`src/rtl/piezo_drv_pkg.sv`:
```
// Shared types and default parameters for the piezo output stage.
//   drv_state_t : FSM encoding used by piezo_drv
//   *_DEF       : default parameter values for the top and its interface
package piezo_drv_pkg;

    typedef enum logic [2:0] {
        OFF   = 3'd0,
        DEAD  = 3'd1,
        DRV_P = 3'd2,
        DRV_N = 3'd3,
        TRIP  = 3'd4
    } drv_state_t;

    localparam int DEAD_CYC_DEF = 8;
    localparam int VOL_W_DEF    = 4;
    localparam int HOLD_MAX_DEF = 65535;

endpackage

```
`src/rtl/piezo_drv_if.sv`:
```
// Control/status bundle between the tune player side and the piezo output stage.
//   en      : drive enable
//   tone_in : raw square-wave tone (level)
//   vol     : PWM volume, 0 = mute, all-ones = full
//   piezo   : positive drive pin
//   piezo_n : negative drive pin
//   fault   : sticky DC-hold trip flag
// master drives en/tone_in/vol; slave (the driver) returns pins and fault.
interface piezo_drv_if #(
    parameter int VOL_W = piezo_drv_pkg::VOL_W_DEF
) ();
    logic             en;
    logic             tone_in;
    logic [VOL_W-1:0] vol;
    logic             piezo;
    logic             piezo_n;
    logic             fault;

    modport master (output en, output tone_in, output vol,
                    input  piezo, input piezo_n, input fault);
    modport slave  (input  en, input tone_in, input vol,
                    output piezo, output piezo_n, output fault);
endinterface

```
`src/rtl/piezo_drv_vol_pwm.sv`:
```
// Volume gate: free-running PWM carrier compared against vol.
//   clk, rst_n : clock, async active-low reset
//   vol        : duty setting, 0 = never, all-ones = always, else vol/2^VOL_W
//   gate       : combinational enable for the output flops
module vol_pwm #(
    parameter int VOL_W = 4
) (
    input  logic             clk,
    input  logic             rst_n,
    input  logic [VOL_W-1:0] vol,
    output logic             gate
);
    logic [VOL_W-1:0] pwm_cnt;

    // Carrier wraps freely; tone edges never re-phase it.
    always_ff @(posedge clk or negedge rst_n) begin
        if (!rst_n) pwm_cnt <= '0;
        else        pwm_cnt <= pwm_cnt + 1'b1;
    end

    // All-ones is special-cased so full volume has no one-clock notch per period.
    always_comb begin
        gate = 1'b0;
        if (vol == '0)    gate = 1'b0;
        else if (&vol)    gate = 1'b1;
        else              gate = (pwm_cnt < vol);
    end
endmodule

```
`src/rtl/piezo_drv.sv`:
```
// Piezo output stage: complementary drive with dead-time, PWM volume and a
// DC-hold watchdog.
//   clk, rst_n : clock, async active-low reset
//   bus        : piezo_drv_if.slave (en, tone_in, vol in; piezo, piezo_n, fault out)
// Pins are registered from next-state so they are never both high.
module piezo_drv
    import piezo_drv_pkg::*;
#(
    parameter int DEAD_CYC = DEAD_CYC_DEF,
    parameter int VOL_W    = VOL_W_DEF,
    parameter int HOLD_MAX = HOLD_MAX_DEF
) (
    input  logic        clk,
    input  logic        rst_n,
    piezo_drv_if.slave  bus
);
    localparam int DW = $clog2(DEAD_CYC) + 1;
    localparam int HW = $clog2(HOLD_MAX + 1);

    drv_state_t    state, nxt;
    logic          tone_d;
    logic          tone_edge;
    logic [DW-1:0] dead_cnt;
    logic [HW-1:0] hold_cnt;
    logic          dead_done, hold_done;
    logic          gate;
    logic          piezo_q, piezo_n_q, fault_q;

    vol_pwm #(.VOL_W(VOL_W)) u_pwm (
        .clk   (clk),
        .rst_n (rst_n),
        .vol   (bus.vol),
        .gate  (gate)
    );

    assign tone_edge = bus.tone_in ^ tone_d;
    assign dead_done = (dead_cnt == DW'(DEAD_CYC - 1));
    assign hold_done = (hold_cnt == HW'(HOLD_MAX - 1));

    always_comb begin
        nxt = state;
        if (!bus.en) begin
            nxt = OFF;
        end else begin
            unique case (state)
                OFF:          if (tone_edge) nxt = DEAD;
                DEAD: begin
                    if (tone_edge)      nxt = DEAD;
                    else if (dead_done) nxt = bus.tone_in ? DRV_P : DRV_N;
                end
                DRV_P, DRV_N: begin
                    if (tone_edge)      nxt = DEAD;
                    else if (hold_done) nxt = TRIP;
                end
                TRIP:         if (tone_edge) nxt = DEAD;
                default:      nxt = OFF;
            endcase
        end
    end

    always_ff @(posedge clk or negedge rst_n) begin
        if (!rst_n) begin
            state  <= OFF;
            tone_d <= 1'b0;
        end else begin
            state  <= nxt;
            tone_d <= bus.tone_in;
        end
    end

    // Dead-time counter restarts on entry to DEAD and on every edge inside it.
    always_ff @(posedge clk or negedge rst_n) begin
        if (!rst_n)
            dead_cnt <= '0;
        else if (nxt == DEAD && (state != DEAD || tone_edge))
            dead_cnt <= '0;
        else if (state == DEAD)
            dead_cnt <= dead_cnt + 1'b1;
    end

    // DC-hold watchdog: counts drive clocks since the last edge, saturating.
    always_ff @(posedge clk or negedge rst_n) begin
        if (!rst_n)
            hold_cnt <= '0;
        else if (!bus.en || tone_edge || state == OFF)
            hold_cnt <= '0;
        else if ((state == DRV_P || state == DRV_N) && !hold_done)
            hold_cnt <= hold_cnt + 1'b1;
    end

    always_ff @(posedge clk or negedge rst_n) begin
        if (!rst_n) begin
            piezo_q   <= 1'b0;
            piezo_n_q <= 1'b0;
            fault_q   <= 1'b0;
        end else begin
            piezo_q   <= (nxt == DRV_P) & gate;
            piezo_n_q <= (nxt == DRV_N) & gate;
            if (!bus.en)          fault_q <= 1'b0;
            else if (nxt == TRIP) fault_q <= 1'b1;
        end
    end

    assign bus.piezo   = piezo_q;
    assign bus.piezo_n = piezo_n_q;
    assign bus.fault   = fault_q;
endmodule

```
`src/flat_wrapper.sv`:
```
// flat-port wrapper written by rule: the top's interface ports become plain ports
module piezo_drv_flat import piezo_drv_pkg::*;
#(
    parameter int DEAD_CYC = DEAD_CYC_DEF,
    parameter int VOL_W    = VOL_W_DEF,
    parameter int HOLD_MAX = HOLD_MAX_DEF
)
  (clk, rst_n, bus_en, bus_tone_in, bus_vol, bus_piezo, bus_piezo_n, bus_fault);
  piezo_drv_if #(.VOL_W(VOL_W)) bus_i ();
  input  logic clk;
  input  logic rst_n;
  input wire logic [$bits(bus_i.en)-1:0] bus_en;
  input wire logic [$bits(bus_i.tone_in)-1:0] bus_tone_in;
  input wire logic [$bits(bus_i.vol)-1:0] bus_vol;
  output wire logic [$bits(bus_i.piezo)-1:0] bus_piezo;
  output wire logic [$bits(bus_i.piezo_n)-1:0] bus_piezo_n;
  output wire logic [$bits(bus_i.fault)-1:0] bus_fault;
  assign bus_i.en = bus_en;
  assign bus_i.tone_in = bus_tone_in;
  assign bus_i.vol = bus_vol;
  assign bus_piezo = bus_i.piezo;
  assign bus_piezo_n = bus_i.piezo_n;
  assign bus_fault = bus_i.fault;
  piezo_drv #(.DEAD_CYC(DEAD_CYC), .VOL_W(VOL_W), .HOLD_MAX(HOLD_MAX)) u_core (.clk(clk), .rst_n(rst_n), .bus(bus_i));
endmodule
```
`config.mk`:
```
export PLATFORM = sky130hd
export DESIGN_NAME = piezo_drv_flat
export DESIGN_NICKNAME = d
export VERILOG_FILES = /design/src/rtl/piezo_drv_pkg.sv /design/src/rtl/piezo_drv_if.sv /design/src/rtl/piezo_drv_vol_pwm.sv /design/src/rtl/piezo_drv.sv /design/src/flat_wrapper.sv
export SDC_FILE = /design/constraint.sdc
export NUM_CORES = 1
export LEC_CHECK = 0
export ABC_CLOCK_PERIOD_IN_PS = 1800
export BUFFER_PORTS_ARGS = -buffer_cell sky130_fd_sc_hd__buf_4
export CAP_MARGIN = 20
export CORE_MARGIN = 2
export CORE_UTILIZATION = 45
export DETAILED_ROUTE_END_ITERATION = 10
export GPL_ROUTABILITY_DRIVEN = 0
export PLACE_DENSITY = 0.75
export SETUP_SLACK_MARGIN = 0.4
export SLEW_MARGIN = 20
export SYNTH_ARGS = -nofsm -noshare
export SYNTH_HDL_FRONTEND = slang
export SYNTH_HIERARCHICAL = 1
export SYNTH_SLANG_ARGS = --single-unit
```
`constraint.sdc`:
```
create_clock -name clk -period 1.8 [get_ports clk]
set_clock_uncertainty 0.1 [all_clocks]
set_input_delay 0.27 -clock clk [delete_from_list [all_inputs] [get_ports clk]]
set_output_delay 0.27 -clock clk [all_outputs]
set_load 0.03 [all_outputs]
```
======== Word-level counts from Yosys, hierarchy flattened ========
Index checks and enable logic that the tools add are counted.
word-level totals
  output and inout port bits .............. 3
  input bits .............................. 8
  flip-flop bits (word level) ............. 31
cells by class
  muxes and demuxes ....................... 16
  $lt $le $gt $ge ......................... 1
  bitwise operators ....................... 3
  $add $sub $neg .......................... 3
  equal/unequal tests ..................... 12
  reduce and logical (&&, ||, !) cells .... 15
operators by type and width
  kind                                                  count
  two-way mux 16 bit                                    2
  two-way mux 3 bit                                     6
  adder 16 x 1 -> 16 bit (second input constant)        1
  equality test 16 bit (second input constant)          1
  equality test 3 x 2 -> 1 bit (second input constant)  4
  case mux 3 bit (3 select lines)                       1
  adder 4 x 1 -> 4 bit (second input constant)          2
  two-way mux 4 bit                                     2
  equality test 3 x 1 -> 1 bit (second input constant)  2
  equality test 3 bit (second input constant)           2
  two-way mux 1 bit                                     5
  equality test 4 x 3 -> 1 bit (second input constant)  1
  zero test 4 bit                                       1
  logical OR 1 bit                                      4
  < comparator 4 bit                                    1
  AND reduction 4 bit                                   1
  nonzero test 2 bit                                    2
  OR reduction 2 bit                                    2
  zero test 3 bit                                       1
  != test 3 x 1 -> 1 bit (second input constant)        1
  AND 1 bit                                             2
  logical AND 1 bit                                     2
  zero test 1 bit                                       2
  != test 2 x 1 -> 1 bit (second input constant)        1
  bitwise XOR 1 bit                                     1

======== Longest topological paths before layout ========
  depth after elaboration ................. 8
  depth in mapped cells ................... 8
  depth with buffers taken out ............ 8

======== Modules after synthesis ========
The synthesis kept the hierarchy.
modules (own cells, without submodules)
  module     area each (um^2)  instances  cells an instance
  piezo_drv  1483.9            1          154
  vol_pwm    232.7             1          23

======== Worst setup path before layout ========
OpenSTA, ideal clock, no wires.
  path kind ............................... register -> register
  start point ............................. register u_core.state[2]
  end point ............................... register u_core.hold_cnt[12]
  period minus slack after synthesis ...... 1.914 ns
  path slack .............................. -0.114 ns
  data arrival time ....................... 1.736 ns
  cell stages (with the launch flop) ...... 6
  required time ........................... 1.622 ns
  setup time .............................. 0.078 ns
  path through ............................ dfrtp_1 > nand2b_4 > or4_1 > clkbuf_1 > or4_1 > a21oi_1
between the ends
  cells in the longest elaborated chain, start to end .. 4
  elaborated cells on any way between the ends .. 8
  classes of those cells .................. 2 x eq/ne; 1 x mux; 5 x reduce/logical
RTL lines
  item                          line             source
  from (decl)                   piezo_drv.sv:20  drv_state_t state, nxt;
  from (signal assigned)        piezo_drv.sv:66  state <= nxt;
  equality test 3 x 2 -> 1 bit  piezo_drv.sv:87  else if ((state == DRV_P || state == DRV_N) && !hold_done)
  logical OR 1 bit              piezo_drv.sv:87
  logical AND 1 bit             piezo_drv.sv:87
  nonzero test 2 bit (no line)  -
  to (signal assigned)          piezo_drv.sv:88  hold_cnt <= hold_cnt + 1'b1;
  to (decl)                     piezo_drv.sv:24  logic [HW-1:0] hold_cnt;
Several ways; a longest one is shown, not always the timed one.
A chain may end at the register's enable or synchronous reset.

======== Worst setup path in the final report ========
  start point ............................. register u_core.hold_cnt[0]
  end point ............................... register u_core.piezo_n_q (netlist: u_core/bus.piezo_n)
between the ends
  cells in the longest elaborated chain, start to end .. 7
RTL lines
  item                             line             source
  equality test 16 bit             piezo_drv.sv:38  assign hold_done = (hold_cnt == HW'(HOLD_MAX - 1));
  two-way mux 3 bit                piezo_drv.sv:53  else if (hold_done) nxt = TRIP;
  two-way mux 3 bit                piezo_drv.sv:52  if (tone_edge) nxt = DEAD;
  case mux 3 bit (3 select lines)  piezo_drv.sv:45  unique case (state)
  two-way mux 3 bit                piezo_drv.sv:42  if (!bus.en) begin
  equality test 3 x 2 -> 1 bit     piezo_drv.sv:98  piezo_n_q <= (nxt == DRV_N) & gate;
  AND 1 bit                        piezo_drv.sv:98
  to (signal assigned)             piezo_drv.sv:98
  to (decl)                        piezo_drv.sv:27  logic piezo_q, piezo_n_q, fault_q;
No other way between the ends.

==> summary.txt <==
Run status
  – Outcome: finished with violations
  – Violated checks: negative setup slack

Final layout
  – Final core area utilization: 0.671
  – # diodes: 0
  – Layout cells sized above 1: 0.436
  – Synthesis-to-finish area growth: 43.1%
  – Fillers: 263
  – Nets@finish: 241

STA
  – Shortest period the worst path allows: 2.04 ns
  – Final Setup Violations: 22
  – Fin. Hold Viols: 0
  – Final worst-path cycle share: 1.14
  – Max Transition Viols Final: 0
  – Slew margin rel.: 0.633
  – Measured slew at the worst slew-check pin: 0.547 ns
  – Final worst slack: -0.243 ns
  – Peak Freq: 489 MHz
  – RSZ-0062 raised after global routing: true

Clocking
  – CTS tree: done
  – H-tree depth: 2
  – Clk_lat worst skew: 0.29 ns
  – Clock sinks: 31
  – Clock-pin slew on the worst setup and hold paths: 0.06 ns
  – CTS max path bufs: 2
  – CTS Buf Count: 5
  – CTS root buf: clkbuf_8

Power and ir drop
  – Leak: 1.03 nW
  – Net Sw Frac: 0.272
  – Sequential power share: 0.515
  – Cell area power density: 602 mW/mm^2
  – Int Power: 1.08 mW
  – Combinational share of power: 0.117
  – Peak VDD IR: 524 uV
  – Clock power frac: 0.368
  – Net switching power: 0.401 mW

Yosys
  – Synth area leader: dfrtp_1
  – #FFs+latches synth: 31
  – Synthesized area: 0.00172 mm^2
  – Syn Inst Count: 177
  – Synth unique cells: 41
  – Post-Synth XOR/XNOR Area: 0.0357
  – Synthesis Warnings: 6
  – Adder-Cell Fraction of Synth Area: 0.0510
  – Post-synth top area share: 0.452
  – Syn Nets: 192
  – Async S/R FF share, synth: 1.00
  – Top_reg_cell synth: dfrtp_1
  – Number of enable flip-flop cells after synthesis: 0
  – Post-synthesis sequential area ratio: 0.452
  – Post-synthesis compound-gate area fraction: 0.160
  – Largest cells by area after synthesis: dfrtp_1 (45%), a21oi_1 (5.5%), or4_1 (5.2%), ha_1 (5.1%), o31ai_1 (4.4%)
  – Main combinational cell family by area after synthesis: simple AND/OR/NAND/NOR gates
  – Syn Area/Cell: 9.70 um^2
  – Mux share of post-synthesis cell area: 0.00583
  – Simple-Gate Fraction of Synth Area: 0.253

Routing
  – Wire per inst: 18.1 um
  – DR iter-0 viols: 111
  – DR vias/cell: 6.17
  – Detail Route Antenna Nets: 0
  – Via Count: 1697
  – TritonRoute pass-1 iters: 4
  – Final wirelength: 4990 um
  – DRC viols: 0

GRT
  – Most Crowded Layer GR: met2
  – Global-route usage over all layers: 0.242
  – Met2 GRT Util: 0.427
  – Largest net degree at the start of global routing: 32
  – First-pass GRT wire length: 7960 um
  – Vias in the first global route: 1715
  – Met1 Usage GRT: 0.286
  – GRT met3 Usage: 0.0599
  – Initial antenna violation count: 0
  – Total gr overflow: 0

Flow run
  – Max_cap viols: 0

Die
  – Die height: 65.8 um
  – Std-Cell Rows: 22
  – Initial Util: 0.469
  – Ports: 11
  – Die width: 65.8 um
  – Core area: 0.00366 mm^2
  – Full die area: 0.00433 mm^2

Worst hold path
  – Worst min path class: input port to register

Worst setup path
  – Crit path largest cell delay: 0.41 ns
  – Slowest stage cell, crit path: dfrtp_1
  – Worst Setup End Kind: register
  – Most used cell along the critical path: buf_6
  – Worst path required time: 1.88 ns
  – Critical Path Start Type: register
  – WP data arrival: 2.12 ns
  – CP max FO: 8
  – Setup CP Type: register to register
  – Critical path, cell by cell: inv_2 > ha_4 > nand4_1 > buf_6 > nor4_4 > buf_6 > buf_6 > o21ai_2 > nor3b_2

Placement
  – PortBufs: 10
  – DP Wirelength: 2880 um
  – Pre-CTS worst setup slack: -0.151 ns
==> critical path: cells and delay by family, from the launching register on <==
family,cells,cell delay (ns)
and+or+nand+nor,3,0.61
buffers and inverters,4,0.58
DFF,1,0.41
adders and majority gates,1,0.13
AOI/OAI and AO/OA,1,0.07
==> power by group through the flow <==
stage	Clock, mW	Sequential (mW)	Combinational [mW]
floorplan	0	0.758	0.0797
global placement	0	0.761	0.124
detailed placement	0	0.764	0.133
CTS	0.544	0.759	0.166
global route	0.581	0.763	0.193
finish	0.544	0.761	0.173
==> synth_stat cells (2+ instances only) <==
master    count
or3_1         3
nand2b_1      3
clkbuf_1      4
nand2_1      12
and3_1        4
nand4_1       5
nor3_1        3
inv_1         9
ha_1          7
o41ai_1       2
o21ai_1       4
nand4b_1      3
o21a_1        2
buf_2         2
nor2_1        4
dfrtp_1      31
o31ai_1      10
xnor2_1       3
a21oi_1      19
xor2_1        4
nor4_1        2
nand3_1      10
o21ai_0       2
or4_1        12
==> layout by cell type, fill, tap and decap left out, types with 4 or more instances in the layout <==
| cell type | instances |
|---|---|
| buf_4 | 36 |
| dfrtp_1 | 29 |
| buf_6 | 13 |
| nand2_1 | 10 |
| a21oi_2 | 10 |
| o31ai_1 | 10 |
| nand3_1 | 8 |
| inv_1 | 8 |
| a21oi_1 | 8 |
| or4_4 | 7 |
| clkbuf_8 | 5 |
| nand4_1 | 5 |
| o21ai_1 | 5 |
| or4_1 | 5 |
| ha_1 | 5 |
| xor2_1 | 4 |
| nor2_1 | 4 |
==> cells by family after synthesis <==
family,after synthesis
compound gates,44
xor+xnor,7
fa+ha+maj,7
buf+inv,17
flops,31
mux,1
simple gates,70
==> layer usage <==
layer	vias to the layer above	share of wire
met5	-	0
met1	849	0.39
li1	757	-
met4	0	0.034
met2	68	0.52
met3	23	0.059
==> layout make-up <==
cell class / instances / area (um^2) / area share
Multi-Input combinational cell: 129 / 1070 / 0.437
Sequential cell: 31 / 778 / 0.317
Timing Repair Buffer: 50 / 427 / 0.174
Clock buffer: 6 / 72.6 / 0.0295
Tap cell: 48 / 60.1 / 0.0245
Inverter: 9 / 33.8 / 0.0138
Clock inverter: 2 / 12.5 / 0.00509
==> metrics by stage <==
stage	power [mW]	TNS, ns	area [um^2]	hold WS, ns	cells
floorplan	0.837	-0.112	1760	-0.126	177
global placement	0.885	-0.0695	2040	0.123	253
detailed placement	0.897	-0.681	2040	0.126	253
CTS	1.47	-0.770	2290	0.0133	268
global route	1.54	-3.51	2460	0.0145	275
finish	1.48	-2.51	2460	0.0176	275
==> worst paths after layout <==
check                      slack [ns]  cells after the start                    start                      end
setup / recovery                -0.24                      9       u_core/hold_cnt[0]       u_core/bus.piezo_n
hold / removal                   0.02                      1              bus_tone_in            u_core/tone_d
setup reg to reg                -0.24                      9       u_core/hold_cnt[0]       u_core/bus.piezo_n
hold reg to reg                  0.38                      1  u_core/u_pwm/pwm_cnt[3]  u_core/u_pwm/pwm_cnt[3]
max in group asynchronous        0.94                      2                    rst_n       u_core/hold_cnt[1]
min in group asynchronous        0.35                      2                    rst_n       u_core/hold_cnt[5]
==> flip-flops by register name, summed over array words and instances (netlist names) <==
name and flops:
u_core/u_pwm/pwm_cnt 4, u_core/bus.fault 1, u_core/state 3, u_core/bus.piezo 1
u_core/tone_d 1, u_core/hold_cnt 16, u_core/dead_cnt 4, u_core/bus.piezo_n 1
==> timing repair <==
item                                   CTS  global route
cloned                                   1             0
hold buffers                             1             0
endpoints found under the hold margin   31             0
setup buffers                            5             7
setup endpoints to repair               26            26
resized for setup                       27            27
pin swaps                                8             8
(Power assumes the default switching activity.)
